==> src/rtl/z80_mem_read_cycle.sv <==
// Z80 memory read machine cycle sequencer: plain reads (T1-T2-TW*-T3) and
// opcode fetches with refresh (T1-T2-TW*-T3-T4). Every output comes straight from a flop.
module z80_mem_read_cycle (
  input  logic        clk,
  input  logic        reset,
  input  logic        req,
  input  logic        m1,
  input  logic [15:0] addr,
  input  logic [15:0] rfsh_addr,
  output logic        busy,
  output logic        done,
  output logic [7:0]  data_out,
  output logic [15:0] bus_a,
  output logic        mreq_n,
  output logic        rd_n,
  output logic        m1_n,
  output logic        rfsh_n,
  input  logic [7:0]  bus_d,
  input  logic        wait_n
);

  typedef enum logic [2:0] {
    IDLE,
    T1,
    T2,
    TW,
    T3,
    T4
  } state_e;

  state_e      state_q, state_d;
  logic        m1_q, m1_d;
  logic [15:0] rfsh_q, rfsh_d;
  logic [7:0]  data_q, data_d;
  logic [15:0] bus_a_q, bus_a_d;
  logic        mreq_n_q, mreq_n_d;
  logic        rd_n_q, rd_n_d;
  logic        m1_n_q, m1_n_d;
  logic        rfsh_n_q, rfsh_n_d;
  logic        busy_q, busy_d;
  logic        done_q, done_d;

  // bus_a_q doubles as the latched read address, so no separate copy is kept.
  always_comb begin
    // NOTE: every _d gets a default before the case so no path leaves one unassigned (no latches).
    state_d  = state_q;
    m1_d     = m1_q;
    rfsh_d   = rfsh_q;
    data_d   = data_q;
    bus_a_d  = bus_a_q;
    mreq_n_d = mreq_n_q;
    rd_n_d   = rd_n_q;
    m1_n_d   = m1_n_q;
    rfsh_n_d = rfsh_n_q;
    busy_d   = busy_q;
    done_d   = 1'b0;

    unique case (state_q)
      IDLE: begin
        if (req) begin
          state_d  = T1;
          m1_d     = m1;
          rfsh_d   = rfsh_addr;
          bus_a_d  = addr;
          mreq_n_d = 1'b0;
          rd_n_d   = 1'b0;
          m1_n_d   = ~m1;
          rfsh_n_d = 1'b1;
          busy_d   = 1'b1;
        end
      end

      T1: state_d = T2;

      T2, TW: begin
        if (!wait_n) begin
          state_d = TW;
        end else begin
          state_d = T3;
          // Opcode fetch samples the bus early and turns the bus over to refresh for T3/T4.
          if (m1_q) begin
            data_d   = bus_d;
            rd_n_d   = 1'b1;
            m1_n_d   = 1'b1;
            bus_a_d  = rfsh_q;
            rfsh_n_d = 1'b0;
            mreq_n_d = 1'b0;
          end
        end
      end

      T3: begin
        if (m1_q) begin
          state_d  = T4;
          mreq_n_d = 1'b1;
        end else begin
          state_d  = IDLE;
          data_d   = bus_d;
          mreq_n_d = 1'b1;
          rd_n_d   = 1'b1;
          bus_a_d  = 16'h0000;
          busy_d   = 1'b0;
          done_d   = 1'b1;
        end
      end

      T4: begin
        state_d  = IDLE;
        rfsh_n_d = 1'b1;
        bus_a_d  = 16'h0000;
        busy_d   = 1'b0;
        done_d   = 1'b1;
      end

      default: begin
        state_d  = IDLE;
        bus_a_d  = 16'h0000;
        mreq_n_d = 1'b1;
        rd_n_d   = 1'b1;
        m1_n_d   = 1'b1;
        rfsh_n_d = 1'b1;
        busy_d   = 1'b0;
      end
    endcase
  end

  // NOTE: state is updated with non-blocking assignments so all flops see pre-edge values.
  always_ff @(posedge clk or posedge reset) begin
    if (reset) begin
      state_q  <= IDLE;
      m1_q     <= 1'b0;
      rfsh_q   <= 16'h0000;
      data_q   <= 8'h00;
      bus_a_q  <= 16'h0000;
      mreq_n_q <= 1'b1;
      rd_n_q   <= 1'b1;
      m1_n_q   <= 1'b1;
      rfsh_n_q <= 1'b1;
      busy_q   <= 1'b0;
      done_q   <= 1'b0;
    end else begin
      state_q  <= state_d;
      m1_q     <= m1_d;
      rfsh_q   <= rfsh_d;
      data_q   <= data_d;
      bus_a_q  <= bus_a_d;
      mreq_n_q <= mreq_n_d;
      rd_n_q   <= rd_n_d;
      m1_n_q   <= m1_n_d;
      rfsh_n_q <= rfsh_n_d;
      busy_q   <= busy_d;
      done_q   <= done_d;
    end
  end

  assign busy     = busy_q;
  assign done     = done_q;
  assign data_out = data_q;
  assign bus_a    = bus_a_q;
  assign mreq_n   = mreq_n_q;
  assign rd_n     = rd_n_q;
  assign m1_n     = m1_n_q;
  assign rfsh_n   = rfsh_n_q;

endmodule

==> config.mk <==
export PLATFORM = sky130hd
export DESIGN_NAME = z80_mem_read_cycle
export DESIGN_NICKNAME = d
export VERILOG_FILES = /design/src/rtl/z80_mem_read_cycle.sv
export SDC_FILE = /design/constraint.sdc
export NUM_CORES = 1
export LEC_CHECK = 0
export BUFFER_PORTS_ARGS = -buffer_cell sky130_fd_sc_hd__buf_2
export CAP_MARGIN = 5
export CORE_MARGIN = 2
export CORE_UTILIZATION = 45
export DETAILED_ROUTE_END_ITERATION = 10
export MAX_ROUTING_LAYER = met4
export PLACE_DENSITY = 0.75
export SYNTH_ARGS = -nofsm -noshare
export SYNTH_HDL_FRONTEND = slang
export SYNTH_SLANG_ARGS = --single-unit
==> constraint.sdc <==
create_clock -name clk -period 1.5 [get_ports clk]
set_input_delay 0.3 -clock clk [delete_from_list [all_inputs] [get_ports clk]]
set_output_delay 0.3 -clock clk [all_outputs]
set_load 0.1 [all_outputs]
==> qor.yml <==
outcome:
  status: "complete, but fails checks"
  violations: "setup timing"
clock_tree:
  cts.sinks: 50
  cts_tree: "built"
  clock_latency_ns: 0.30
  cts_hold_buf: 0
  clk_path_buf_depth: 2
  cts-buffers-inserted: 5
  clkSlewWorstSetupHoldPaths_ns: 0.09
  ctsRootBufferMaster: "clkbuf_8"
  htree_num_levels: 2
die:
  initial_core_util_pct: 47.13
  die_area_um2: 5560
  core_area_um2: 4755
  die_y_um: 74.57
  die_x_um: 74.57
  ios: 75
  row_count: 25
routing:
  met3_length_um: 262
  drt_wl_total_mm: 4.755
  ant_nets: 0
  drc: 0
  drt_iter0_drc: 95
  wl_per_cell_um: 15.05
  met2_length_mm: 2.258
  top_layer: "met4"
  via_count: 1596
  wl_met1_mm: 2.157
  via_per_inst: 5.051
  drtPass1Iterations: 4
synth:
  synth_top_area_share_pct: 51.37
  synth-seq-cells: 50
  ys.flop_type: "dfrtp_1"
  ys_top_cells_by_area: "dfrtp_1 51%, mux2_2 16%, mux2_4 6.7%"
  yosysTopAreaCell: "dfrtp_1"
  synth_edf_count: 0
  yosysSeqAreaShare_pct: 56.06
  syn-num-nets: 203
  synth_area_per_cell_um2: 14.18
  yosysWarnings: 0
  syn_area_um2: 2241
  syn-instance-count: 158
  synthArstFlopShare_pct: 100.0
  ys_types: 31
timing:
  setup_slack_ns: -0.1323
  fin_skew_ns: 0.003787
  tightest_slew_ns: 0.4876
  tns_ns: -2.976
  rsz0062_at_grt: "true"
  fin_crit_sh_pct: 108.8
  finalSetupViolCount: 41
  clock.fmax_mhz: 612.6
  slew_viol_final: 0
  min_period_ns: 1.632
  relSlewSlack_pct: 67.72
  finalHoldViolCount: 0
critical_path:
  r2r-end: "bus_a[3]$_DFFE_PP0P_"
  required_ns: 1.69
  reg2regPathDepth: 5
  reg2reg_from: "state_q[2]$_DFFE_PP0P_"
  worstSetupPathType: "flop to flop"
  r2r_slack_ns: -0.13
  cp-start-kind: "flop"
  path_max_fanout: 10
  end_kind: "flop"
  arrival_ns: 1.82
global_route:
  overflow: 0
  antenna_found_initial: 0
  grt_max_degree: 51
  grt_pass1_wl_mm: 7.376
  grt_use_total_pct: 18.38
  grt_pass1_vias: 1589
cells_and_area:
  layout-drive-gt1-share_pct: 62.65
  final_cell_mix: "70 x buf_2, 44 x dfrtp_1, 38 x mux2_4, 17 x a22o_1, 11 x buf_4"
  nFillCells: 364
  nets: 293
  area_growth_pct: 40.65
  multi_input_area_um2: 1012
  layout_commonest_cell: "buf_2"
  antenna_cells: 0
  regArea_um2: 1259
place:
  port_buffers: 74
  hpwl_mm: 3.371
  place.gp.congestion: 0.8454
min_path:
  hold_path_class: "input port to asynchronous set/reset pin"
flow_run:
  cap_violations: 0
## metal layers
metal	track usage, %	vias up
met3	3.794	8
met4	7.143	0
met2	28.71	62
met5	-	-
li1	-	758
met1	23.58	768
## final cells by class
type | instances | area share (%)
timing repair buffer | 95 | 21.36
tap | 67 | 2.660
sequential | 50 | 39.94
clock buffer | 5 | 2.183
inverter | 4 | 0.4764
clock inverter | 3 | 1.270
multi-input combinational | 92 | 32.12
## per-stage QoR
stage | cell area, um2 | hold slack [ns] | util (%) | setup WS [ns] | instances
3_3_place_gp | 2836 | 0.3604 | 59.66 | -0.2678 | 299
2_1_floorplan | 2315 | 0.3986 | - | -0.1289 | 158
6_report | 3152 | 0.01931 | 66.29 | -0.1323 | 316
5_1_grt | 3152 | 0.03642 | 66.29 | -0.1900 | 316
4_1_cts | 3010 | 0.02382 | 63.32 | -0.1410 | 311
3_5_place_dp | 2836 | 0.3588 | 59.66 | -0.3085 | 299
## cells by family after synthesis
logic type,share of synthesized area [%]
DFF,56.06
muxes,22.72
AOI/OAI and AO/OA,11.67
and+or+nand+nor,4.969
buffers and inverters,4.578
## worst max-delay path: stages, from the launching register on
cell and delay (ns):
dfrtp_1 0.39, buf_6 0.14, a21o_1 0.16, a221o_1 0.37, buf_12 0.17, mux2_4 0.29
## registers in the layout (all words and copies together), names as in the netlist
signal / cells
busy: 1
rfsh_n: 1
rfsh_q: 16
bus_a: 16
state_q: 3
mreq_n: 1
m1_q: 1
done: 1
rd_n: 1
m1_n: 1
data_out: 8
## Yosys cell counts, types with 2 or more instances
| library cell | count |
|---|---|
| inv_1 | 4 |
| nor2_1 | 3 |
| mux2_2 | 31 |
| nand2_1 | 2 |
| and3_1 | 2 |
| buf_2 | 4 |
| nor2b_1 | 2 |
| mux2_4 | 10 |
| a22o_1 | 17 |
| clkbuf_1 | 2 |
| o21ai_0 | 6 |
| nand3_1 | 3 |
| dfstp_2 | 4 |
| nand2b_1 | 2 |
| a21oi_1 | 3 |
| dfrtp_1 | 46 |
| buf_6 | 3 |
## worst max-delay path by stage
stage / startpoint / to / slack (ns) / depth (start not counted)
after global placement: state_q[2]$_DFFE_PP0P_ / bus_a[11]$_DFFE_PP0P_ / -0.27 / 4
after detailed placement: state_q[2]$_DFFE_PP0P_ / bus_a[11]$_DFFE_PP0P_ / -0.31 / 4
after global routing: state_q[2]$_DFFE_PP0P_ / bus_a[3]$_DFFE_PP0P_ / -0.19 / 5
final: state_q[2]$_DFFE_PP0P_ / bus_a[3]$_DFFE_PP0P_ / -0.13 / 5
after CTS: state_q[2]$_DFFE_PP0P_ / bus_a[7]$_DFFE_PP0P_ / -0.14 / 5
after floorplan: m1_q$_DFFE_PP0P_ / bus_a[0]$_DFFE_PP0P_ / -0.13 / 6
## what timing repair did
| item | in CTS | in global routing |
|---|---|---|
| hold endpoints to repair | 0 | 0 |
| pin swaps | 2 | 1 |
| gates cloned | 0 | 1 |
| buffers inserted | 4 | 4 |
| gates resized for setup | 7 | 27 |
| endpoints found under the setup margin | 41 | 44 |
Power is left out: the tool's default activity adds up to more than one toggle a clock period on the data nets, which glitch-free logic cannot reach.
